File: src/rtl/knn_pkg.sv
// rtl/knn_pkg.sv - shared FSM state, slot record and vote-width helper for the k-NN classifier
package knn_pkg;

  localparam int MAX_W      = 32;
  localparam int MAX_TYPE_W = 8;

  typedef enum logic [1:0] {
    COLLECT,
    COUNT,
    SELECT,
    RESULT
  } state_t;

  // Fields are sized for the widest supported build; narrower builds zero-extend.
  typedef struct packed {
    logic                  valid;
    logic [MAX_W-1:0]      distance;
    logic [MAX_TYPE_W-1:0] cls;
  } slot_t;

  function automatic int vote_w(input int k);
    return $clog2(k + 1);
  endfunction

endpackage

File: src/rtl/knn_topk_buffer.sv
// rtl/knn_topk_buffer.sv - K-entry ascending-distance buffer with single-cycle stable insertion
module knn_topk_buffer
  import knn_pkg::*;
#(
  parameter int W      = 16,
  parameter int TYPE_W = 2,
  parameter int K      = 5
) (
  input  logic              clk,
  input  logic              rst,
  input  logic              clear,
  input  logic              insert,
  input  logic [W-1:0]      in_distance,
  input  logic [TYPE_W-1:0] in_type,
  output slot_t             slots [K]
);

  slot_t          fresh;
  slot_t          nxt [K];
  logic [K-1:0]   lt;

  always_comb begin
    fresh          = '0;
    fresh.valid    = 1'b1;
    fresh.distance = MAX_W'(in_distance);
    fresh.cls      = MAX_TYPE_W'(in_type);
  end

  // Strict less-than puts a new sample behind equal distances; with every slot
  // full and no lt set, the sample simply falls off the end.
  for (genvar i = 0; i < K; i++) begin : g_slot
    assign lt[i] = !slots[i].valid || (fresh.distance < slots[i].distance);
    if (i == 0) begin : g_head
      assign nxt[i] = lt[i] ? fresh : slots[i];
    end else begin : g_tail
      assign nxt[i] = !lt[i] ? slots[i] : (lt[i-1] ? slots[i-1] : fresh);
    end
  end

  always_ff @(posedge clk or negedge rst) begin
    if (!rst) begin
      for (int i = 0; i < K; i++) slots[i] <= '0;
    end else if (clear) begin
      for (int i = 0; i < K; i++) slots[i] <= '0;
    end else if (insert) begin
      for (int i = 0; i < K; i++) slots[i] <= nxt[i];
    end
  end

endmodule

File: src/rtl/knn_topk_classifier.sv
// rtl/knn_topk_classifier.sv - streaming k-nearest-neighbour majority vote classifier
// Optional KNN_TIE_NEAREST_EN: vote ties go to the class owning the nearest slot.
module knn_topk_classifier
  import knn_pkg::*;
#(
  parameter int W      = 16,
  parameter int TYPE_W = 2,
  parameter int K      = 5
) (
  input  logic                 clk,
  input  logic                 rst,
  input  logic                 in_valid,
  output logic                 in_ready,
  input  logic [W-1:0]         in_distance,
  input  logic [TYPE_W-1:0]    in_type,
  input  logic                 in_last,
  output logic                 out_valid,
  input  logic                 out_ready,
  output logic [TYPE_W-1:0]    out_type,
  output logic [vote_w(K)-1:0] out_votes
);

  localparam int NUM_TYPES = 1 << TYPE_W;
  localparam int VW        = vote_w(K);
  localparam int SW        = (K > 1) ? $clog2(K) : 1;

  state_t              state, state_nxt;
  logic                armed;
  logic [SW-1:0]       slot_idx;
  logic [TYPE_W-1:0]   cls_idx;
  logic [VW-1:0]       counts [NUM_TYPES];
  slot_t               slots [K];
  slot_t               cur;
  logic [TYPE_W-1:0]   cur_cls;
  logic                unused_cur_bits;
  logic                accept, clear, slot_done, cls_done, take;
`ifdef KNN_TIE_NEAREST_EN
  logic [SW-1:0]       near [NUM_TYPES];
  logic [SW-1:0]       best_near;
`endif

  // armed keeps in_ready low until the first edge after reset release.
  assign in_ready  = armed && (state == COLLECT);
  assign accept    = in_valid && in_ready;
  assign clear     = out_valid && out_ready;
  assign cur       = slots[slot_idx];
  assign cur_cls   = cur.cls[TYPE_W-1:0];
  assign unused_cur_bits = ^cur;
  assign slot_done = (slot_idx == SW'(K - 1));
  assign cls_done  = (cls_idx == {TYPE_W{1'b1}});

  knn_topk_buffer #(
    .W      (W),
    .TYPE_W (TYPE_W),
    .K      (K)
  ) u_buffer (
    .clk         (clk),
    .rst         (rst),
    .clear       (clear),
    .insert      (accept),
    .in_distance (in_distance),
    .in_type     (in_type),
    .slots       (slots)
  );

  always_ff @(posedge clk or negedge rst) begin
    if (!rst) state <= COLLECT;
    else      state <= state_nxt;
  end

  always_comb begin
    state_nxt = state;
    case (state)
      COLLECT: if (accept && in_last) state_nxt = COUNT;
      COUNT:   if (slot_done)         state_nxt = SELECT;
      SELECT:  if (cls_done)          state_nxt = RESULT;
      RESULT:  if (out_ready)         state_nxt = COLLECT;
      default:                        state_nxt = COLLECT;
    endcase
  end

  // Class 0 always seeds the scan; later classes must strictly beat it.
  always_comb begin
    take = (cls_idx == '0) || (counts[cls_idx] > out_votes);
`ifdef KNN_TIE_NEAREST_EN
    if ((counts[cls_idx] == out_votes) && (counts[cls_idx] != '0) &&
        (near[cls_idx] < best_near))
      take = 1'b1;
`endif
  end

  always_ff @(posedge clk or negedge rst) begin
    if (!rst) begin
      armed     <= 1'b0;
      slot_idx  <= '0;
      cls_idx   <= '0;
      out_valid <= 1'b0;
      out_type  <= '0;
      out_votes <= '0;
      for (int c = 0; c < NUM_TYPES; c++) counts[c] <= '0;
`ifdef KNN_TIE_NEAREST_EN
      for (int c = 0; c < NUM_TYPES; c++) near[c] <= '0;
      best_near <= '0;
`endif
    end else begin
      armed <= 1'b1;
      case (state)
        COUNT: begin
          if (cur.valid) begin
            counts[cur_cls] <= counts[cur_cls] + VW'(1);
`ifdef KNN_TIE_NEAREST_EN
            // Slots are ascending, so the first hit per class is its nearest.
            if (counts[cur_cls] == '0) near[cur_cls] <= slot_idx;
`endif
          end
          slot_idx <= slot_done ? '0 : slot_idx + SW'(1);
        end
        SELECT: begin
          if (take) begin
            out_type  <= cls_idx;
            out_votes <= counts[cls_idx];
`ifdef KNN_TIE_NEAREST_EN
            best_near <= near[cls_idx];
`endif
          end
          cls_idx <= cls_idx + TYPE_W'(1);
          if (cls_done) out_valid <= 1'b1;
        end
        RESULT: begin
          if (out_ready) begin
            out_valid <= 1'b0;
            for (int c = 0; c < NUM_TYPES; c++) counts[c] <= '0;
          end
        end
        default: ;
      endcase
    end
  end

endmodule

File: config.mk
export PLATFORM = sky130hd
export DESIGN_NAME = knn_topk_classifier
export DESIGN_NICKNAME = d
export VERILOG_FILES = /design/src/rtl/knn_pkg.sv /design/src/rtl/knn_topk_buffer.sv /design/src/rtl/knn_topk_classifier.sv
export SDC_FILE = /design/constraint.sdc
export NUM_CORES = 1
export LEC_CHECK = 0
export ABC_AREA = 0
export CORE_MARGIN = 3
export CORE_UTILIZATION = 38
export CTS_BUF_LIST = sky130_fd_sc_hd__clkbuf_4
export CTS_CLUSTER_DIAMETER = 60
export DETAILED_ROUTE_END_ITERATION = 10
export SYNTH_ARGS = -nofsm -noshare
export SYNTH_HDL_FRONTEND = slang
export SYNTH_SLANG_ARGS = --single-unit
File: constraint.sdc
create_clock -name clk -period 4.12 [get_ports clk]
set_clock_uncertainty 0.15 [all_clocks]
set_input_delay 0.824 -clock clk [delete_from_list [all_inputs] [get_ports clk]]
set_output_delay 0.824 -clock clk [all_outputs]
set_load 0.05 [all_outputs]
# Yosys cells after proc, flatten, opt, wreduce, memory -nomap -nowiden
# Cells that the tools add are included.
[classes]
magnitude_cmp = 10
n_eq_ne = 10
n_reduce_logical = 35
addsub = 3
mux = 35
bitwise = 3
[op_table]
columns = ["cell", "count"]
rows = [
  ["$mux W41", 11],
  ["$mux W205", 2],
  ["$lt A16 B32 Y1", 5],
  ["$bmux W41 S3", 1],
  ["$mux W12", 2],
  ["$pmux W12 S2", 1],
  ["$mux W3", 6],
  ["$reduce_bool A2 Y1", 8],
  ["$bmux W3 S2", 2],
  ["$bwmux W12", 1],
  ["$reduce_and A2 Y1", 6],
  ["$mux W2", 4],
  ["$ne A2 B2 Y1 const B", 4],
  ["$pmux W2 S4", 1],
  ["$add A3 B1 Y3 const B", 2],
  ["$demux W3 S2", 1],
  ["$eq A2 B2 Y1 const B", 3],
  ["$ge A3 B3 Y1 const B", 2],
  ["$logic_or A1 B1 Y1", 6],
  ["$not A2 Y3", 2],
  ["$reduce_and A3 Y1", 2],
  ["$logic_and A1 B1 Y1", 5],
  ["$logic_not A1 Y1", 5],
  ["$ge A4 B4 Y1 const B", 1],
  ["other kinds (11)", 13],
]
[totals]
word_cells = 122
output_inout_bits = 7
input_bits = 23
ff_bits = 231

# Logic depth before layout (Yosys ltp)
# Gate-level depths: netlist of the first run.
[depth]
depth_word = 12
mapped_depth = 12
mapped_depth_nobuf = 10

# Cells and area by module
# From an unflattened synthesis of the first run, not the netlist that was laid out.
[hier_totals]
cells_unflattened = 1066
hier_area_um2 = 9555.4
[modules_own_cells]
columns = ["mod", "area_per_inst_um2", "seq_area_each_um2", "cells_per_inst", "instances"]
rows = [
  ["knn_topk_buffer", 7746.2, 2377.3, 890, 1],
  ["knn_topk_classifier", 1809.2, 650.6, 176, 1],
]

# Worst setup path before layout of the first run
# OpenSTA, ideal clock, no wires.
[synth_timing]
path_kind = "input port to flip-flop"
start = "in in_distance[5]"
end = "reg u_buffer.slots[163] (netlist name)"
t_required_ns = 3.838
path_buffers = 3
stages = 10
setup_ns = 0.132
arrival_time_ns = 2.608
path_slack_ns = 1.230
cell_sequence = "ha_1 nor3_1 nor2_1 o2111ai_1 clkbuf_1 clkbuf_1 buf_2 o2111ai_1 a22oi_1 nor2_1"
[synth_via]
elab_chain_cells = 6
word_cells_on_any_way = 10
cone_classes = "order compare (2); mux (4); reduce/logical (4)"
[synth_rtl]
columns = ["element", "line_no", "text"]
rows = [
  ["start: declaration", "knn_topk_classifier.sv:14", "input logic [W-1:0] in_distance,"],
  ["$lt A16 B32 Y1", "knn_topk_buffer.sv:32", "assign lt[i] = !slots[i].valid || (fresh.distance < slots[i].distance);"],
  ["$logic_or A1 B1 Y1", "knn_topk_buffer.sv:32", ""],
  ["$mux W41 (2 in series)", "knn_topk_buffer.sv:36", "assign nxt[i] = !lt[i] ? slots[i] : (lt[i-1] ? slots[i-1] : fresh);"],
  ["$mux W205", "knn_topk_buffer.sv:45", "end else if (insert) begin"],
  ["$mux W205", "knn_topk_buffer.sv:43", "end else if (clear) begin"],
]
# Several ways; a longest one is shown, not always the timed one. The select of a mux whose other input is x is not followed.
# A chain may end at the register's enable or synchronous reset.

# Worst setup path in the final report of the first run
[layout_timing]
start = "in in_distance[6]"
end = "reg u_buffer.slots[63] (netlist name)"
[layout_via]
elab_chain_cells = 6
word_cells_on_any_way = 10
cone_classes = "order compare (2); mux (4); reduce/logical (4)"
[layout_rtl]
columns = ["element", "line_no"]
rows = [
  ["$lt A16 B32 Y1", "knn_topk_buffer.sv:32"],
  ["$logic_or A1 B1 Y1", "knn_topk_buffer.sv:32"],
  ["$mux W41 (2 in series)", "knn_topk_buffer.sv:36"],
  ["$mux W205", "knn_topk_buffer.sv:45"],
  ["$mux W205", "knn_topk_buffer.sv:43"],
]
# Several ways; a longest one is shown, not always the timed one. The select of a mux whose other input is x is not followed.

==> results by group, run 1 <==
Synth
  • Flops & latches, synth: 121
  • Largest area contributor in the netlist: dfrtp_1
  • Most common cell in the netlist: nand2_1
  • Post-Syn Instances: about 1100
  • Ys async rst share: 100%
  • Mapped cell area: around 9800 um^2
  • Mean area per synthesized cell: between 8 and 9 um^2
  • Ys flop type: dfrtp_1
  • Post-Synth Adder-Cell Area: between 10% and 20%
  • Simple-gate portion of the synthesized area: between 10% and 20%
  • Mux contribution to synthesized area: 2.13%
  • Post-synth cell types: 67
  • Compound-cell area share of the yosys netlist: 30.9%
  • Synth top cells by count: nand2_1 (124), dfrtp_1 (121), inv_1 (97)
  • Xor/xnor cell area share of the yosys netlist: 0.0893%
  • Syn nets: between 1000 and 1500
  • Sequential area share after synthesis: between 30% and 40%
  • Largest family of logic cells by synthesized area: compound AO/OA/AOI/OAI gates
  • Yosys warns: 0
  • Number of synthesized flops with an enable pin: 0
  • Synth top area share: 30.9%
  • Main area contributors after synthesis: dfrtp_1 (31%), ha_1 (11%), a22o_1 (6.5%), o2111ai_1 (5.3%), nand2_1 (4.7%)

Setup path
  • Critical path class: in2reg
  • CP max FO: 18
  • CP endpoint kind: register
  • Crit start category: primary input
  • Crit path DAT: approximately 3700 ps
  • Worst EP required: between 4000 and 5000 ps

STA
  • Worst slew pin tran: between 800 and 900 ps
  • Slew headroom: about 46%
  • Final Critical Period: between 3000 and 4000 ps
  • Final setup violation count: 0
  • Tcrit/Tclk final: around 83%
  • RSZ-0062 raised after global routing: no
  • TNS Setup: 0 ps
  • Final slew viol count: 0
  • Fmax: 293 MHz
  • Fin. Hold Viols: 0

Drt
  • Total number of vias: ~8800
  • WL per Instance: 17.3 um
  • Routed Antenna Nets: 0
  • DRC: 0
  • Iter 0 DRT Violations: ~670
  • DRT Pass-1 Iters: 7
  • Vias per cell: 5.90
  • Routed WL: roughly 26000 um

Die
  • Die area: between 20000 and 30000 um^2
  • Row count: just under 60
  • Die height: approximately 170 um
  • Core Region: ~25000 um^2
  • Starting Density: slightly below 40%
  • IO Count: 30
  • Die Wd: between 150 and 200 um

Clock network
  • Clock Tree Buf Depth: 2
  • Clock sinks: about 120
  • Hold-fix buffers at CTS: 0
  • Clk slew on worst S/H paths: about 130 ps
  • CTS HTree Levels: 4
  • Num CTS Buffers: 17
  • Clk root buf: clkbuf_4
  • Post_cts resized: 0
  • Worst skew pair latency: between 500 and 600 ps
  • CTS tree: built
  • Setup Fix Bufs, Post-CTS: 0

Cells and area
  • Layout net count: 1262
  • Reg area: between 3000 and 4000 um^2
  • Area Growth Syn to Fin: 11.2%
  • Share of cells above drive strength 1: about 11%
  • Final core area utilization: a little over two fifths
  • Filler cell count: around 2500
  • Area occupied by multi-input gates: roughly 6000 um^2

Power and ir drop
  • VDD IR max: roughly 310 uV
  • Pleak: 4.28 nW
  • Power per cell area: 507 nW/um^2

Global route
  • GR Util All Layers: 18.9%
  • Global-route wire length before repair: around 44000 um
  • Grt ovf: 0
  • Vias in the first global route: slightly above 8000
  • Initial antenna violation count: 1
  • Largest net degree at the start of global routing: 65

Placement
  • IO buf count: 29
  • GPL Wtd Cong: 0.805
  • DP HPWL: 18800 um

Worst hold path
  • Hold Path Class: in2async

Run
  • Maxcap violations: 0

Outcome
  • Status: finished clean
-- worst paths after layout --
kind / from / endpoint / slack, ps / cells past startpoint
max: in_distance[6] / u_buffer.slots[63] / 710 / 8
min: rst / u_buffer.slots[9] / 40 / 1
max reg2reg: slot_idx[0] / counts[1] / 1070 / 11
min reg2reg: u_buffer.slots[15] / u_buffer.slots[15] / 360 / 1
max in group asynchronous: rst / u_buffer.slots[122] / 3000 / 2
min in group clk: u_buffer.slots[15] / u_buffer.slots[15] / 360 / 1
-- layout make-up --
| type | instances | area share [%] |
|---|---|---|
| Inverter | 97 | 3.34 |
| Tap cell | 330 | 3.79 |
| Sequential cell | 121 | 27.8 |
| Antenna cell | 2 | 0.0459 |
| Clock inverter | 15 | 1.49 |
| Timing Repair Buffer | 89 | 7.23 |
| Multi-Input combinational cell | 825 | 55.2 |
| Clock buffer | 17 | 1.17 |
-- cell families after synthesis --
kind of cell / count (synthesis)
AOI/OAI and AO/OA: 389
xor gates and xnor gates: 1
adders and majority gates: 88
buffers and inverters: 195
DFF: 121
muxes: 14
other: 1
and+or+nand+nor: 332
-- cells in the final DEF, fill, tap and decap left out, drive strengths merged, types with 4 or more instances in the layout --
| cell | netlist | routed |
|---|---|---|
| buf | 38 | 61 |
| nor2 | 21 | 21 |
| o211a | 5 | 5 |
| o22ai | 37 | 37 |
| or3 | 36 | 36 |
| a22o | 73 | 73 |
| nand4 | 6 | 6 |
| nand2 | 124 | 124 |
| o2111ai | 60 | 60 |
| dfrtp | 121 | 121 |
| o221ai | 19 | 19 |
| inv | 97 | 104 |
| o311ai | 5 | 5 |
| a221o | 4 | 4 |
| and2 | 8 | 8 |
| o21ai | 23 | 23 |
| clkinv | 0 | 4 |
| a31oi | 39 | 39 |
| nand2b | 45 | 45 |
| mux4 | 5 | 5 |
| mux2 | 5 | 5 |
| mux2i | 4 | 4 |
| o21a | 6 | 6 |
| nand3 | 60 | 60 |
| or2 | 4 | 4 |
| a21oi | 46 | 46 |
| a311o | 4 | 4 |
| a211oi | 7 | 7 |
| ha | 88 | 88 |
| nor2b | 6 | 6 |
| nor3 | 14 | 14 |
| a21bo | 19 | 19 |
| nor4 | 5 | 5 |
| o211ai | 21 | 21 |
| clkbuf | 60 | 17 |
| clkdlybuf4s50 | 0 | 28 |
-- metal layers --
metal	part of all wire, %	track usage, %	vias to the layer above
met5	0	0	-
met4	0.88	4.41	0
met3	4.7	2.52	12
met2	44	29.0	201
met1	50	28.4	4285
li1	-	-	4335
-- critical path: stages --
cell,delay (ps)
clkdlybuf4s50_1,640
buf_4,280
ha_1,300
nand4_1,90
o311ai_1,580
a21boi_2,150
o22ai_2,590
a22o_1,270
-- where the power goes --
part	internal (mW)	switching, mW	total, mW
logic	1.17	1.67	2.84
registers	1.47	0.319	1.79
clock network	0.371	0.526	0.897
-- metrics by stage --
step	cells	hold WS, ps	total power, mW	setup WS [ps]	cell area, um^2
2_1_floorplan	1141	315	3.88	1230	9810
3_3_place_gp	1462	338	4.59	246	10600
3_5_place_dp	1462	343	4.65	169	10600
4_1_cts	1494	15.7	5.57	754	10900
5_1_grt	1496	23.9	6.04	506	10900
6_report	1496	39.3	5.53	707	10900
-- registers in the layout (all words and copies together), names as in the netlist --
| register | cells |
|---|---|
| slot_idx | 3 |
| armed | 1 |
| counts | 12 |
| out_type | 2 |
| cls_idx | 2 |
| out_votes | 3 |
| out_valid | 1 |
| u_buffer.slots | 95 |
| state | 2 |
Power figures use the tool's default switching activity.
==> inputs of run 2 (changes only) <==
clock period = 2.8 ns   (was 4.12 ns; I/O delays follow)
==> run 2 against run 1 <==
Compared with the run above:
- the run now ends with setup timing left
- clock-buffer cell count unchanged
- cell count grew 4.9%
- register-to-register slack got worse by 1100 ps
- first-iteration DRC count rose by 1.3%
- sequential cell count unchanged
- sequential share of layout area fell by 1.9 points
- via count increased by 2.3%
- hold slack gained 330 ps
- sequential power is 45% higher
- die area stayed put
- highest routed layer unchanged
==> results by group, run 2 (same netlist as run 1, synthesis figures left out) <==
Cells and area
  • Share of cells above drive strength 1: 17.2%
  • Final core area utilization: between 40 and 50%
  • Area Growth Syn to Fin: 19.5%
  • Filler cell count: between 2000 and 2500
  • Largest reg by FF count: u_buffer.slots
  • Most frequent cells in the layout: nand2_1 (124), dfrtp_1 (119), buf_4 (118)
  • Top Registers: u_buffer.slots: 95 flops, counts: 12 flops
  • Max reg flops: 95
  • Most common cell after layout, fill and taps aside: nand2_1
  • Layout net count: around 1300

Setup path
  • R2R Setup Slk: -0.5 ps
  • Critical-path top delay cell: mux4_2
  • CP max FO: 8
  • CP endpoint kind: register
  • Critical path cell sequence: mux4_2 > nor2b_4 > a31oi_1 > buf_4 > buf_4 > a211oi_1 > a21oi_1 > ha_1 > inv_2 > o311a_1 > a221o_1
  • Crit start category: register
  • Worst path most repeated cell: buf_4
  • Critical path class: reg2reg
  • Worst EP required: 3100 ps
  • Largest stage delay on the critical path: 510 ps
  • Crit path DAT: around 3100 ps

Die
  • Die Wd: between 150 and 200 um
  • Die area: 27800 um^2
  • Die height: 167 um
  • Starting Density: between 30% and 40%
  • Row count: 58
  • IO Count: 30
  • Core Region: approximately 25000 um^2

STA
  • Tcrit/Tclk final: 100%
  • Fin worst setup slack: -0.491 ps
  • Worst slew pin tran: 698 ps
  • Final setup violation count: 1
  • Fmax: around 360 MHz
  • Slew headroom: 53.4%
  • Final slew viol count: 0
  • Final Critical Period: around 2800 ps
  • RSZ-0062 raised after global routing: yes
  • Fin. Hold Viols: 0

Placement
  • IO buf count: 29
  • DP HPWL: ~19000 um
  • GPL Wtd Cong: ~0.85
  • Place WS: -557 ps

Clock network
  • Worst skew pair latency: 560 ps
  • CTS HTree Levels: 4
  • Clock Tree Buf Depth: 2
  • Clk slew on worst S/H paths: 120 ps
  • Clock sinks: 121
  • Num CTS Buffers: 17
  • Clk root buf: clkbuf_4
  • CTS tree: built

Global route
  • Global-route wire length before repair: between 40000 and 50000 um
  • GR Util All Layers: between 10% and 20%
  • Vias in the first global route: roughly 8400
  • Grt ovf: 0
  • Largest net degree at the start of global routing: 59
  • Initial antenna violation count: 1

Outcome
  • Failing checks: setup timing
  • Status: finished, violations left

Worst hold path
  • Hold Path Class: reg2reg

Power and ir drop
  • VDD IR max: 403 uV
  • Pleak: approximately 4.7 nW
  • Power per cell area: ~730 nW/um^2

Drt
  • Vias per cell: 5.76
  • Iter 0 DRT Violations: 678
  • WL per Instance: 16.7 um
  • DRT Pass-1 Iters: 5
  • Routed WL: approximately 26000 um
  • DRC: 0
  • Routed Antenna Nets: 0
  • Total number of vias: 9032

Run
  • Maxcap violations: 0
## run 2: worst max-delay path: cells and delay by family, from the launching register on
kind            cells  cell delay, ps
compound gates      5             940
buf+inv             3             360
flops               1             430
simple gates        1             140
mux                 1             510
fa+ha+maj           1             170
## run 2: path summary, 6_finish.rpt
| path | cells after the start | startpoint | to |
|---|---|---|---|
| hold reg to reg | 1 | u_buffer.slots[22] | u_buffer.slots[22] |
| hold / removal | 1 | u_buffer.slots[22] | u_buffer.slots[22] |
| setup / recovery | 11 | u_buffer.slots[41] | counts[2] |
| max in group asynchronous | 3 | rst | slot_idx[0] |
| setup reg to reg | 11 | u_buffer.slots[41] | counts[2] |
| min in group asynchronous | 2 | rst | u_buffer.slots[90] |
## run 2: repair_timing
item / 4_1_cts / 5_1_grt
endpoints found under the hold margin: 38 / 0
buffers inserted: 2 / 0
setup endpoints to repair: 5 / 66
hold buffers: 1 / 0
gates resized for setup: 8 / 16
pin swaps: 1 / 5
## run 2: power by group
part	internal [mW]	switching [mW]	leakage, nW
sequential	2.17	0.433	1.59
clock	0.587	0.685	0.139
combinational	2.07	2.63	2.99
## run 2: routing by layer
layer | share of wire [%] | global-route usage, %
met5 | 0 | 0
met4 | 1.1 | 5.20
met3 | 4.1 | 2.59
met2 | 44 | 28.5
met1 | 50 | 28.3
## run 2: per-stage QoR
step / hold slack (ps) / setup TNS, ps / std cells / instance area, um^2 / power, mW
detailed placement: 343 / -43140 / 1536 / 11300 / 7.22
finish: 366 / -0.491 / 1569 / 11700 / 8.58
CTS: 372 / 0 / 1568 / 11600 / 8.55
global route: 379 / -533 / 1569 / 11700 / 9.34
global placement: 339 / -41600 / 1536 / 11300 / 7.10
floorplan: 114 / 0 / 1141 / 9810 / 5.71
## run 2: final cells by class
cell class                      instances  area (um^2)  share of cell area (%)
Timing Repair Buffer                  166         1550                    13.2
Clock buffer                           17          128                    1.09
Tap cell                              330          413                    3.52
Sequential cell                       121         3030                    25.9
Clock inverter                         12          135                    1.15
Multi-Input combinational cell        825         6100                    52.0
Antenna cell                            1         2.50                  0.0213
Inverter                               97          364                    3.11
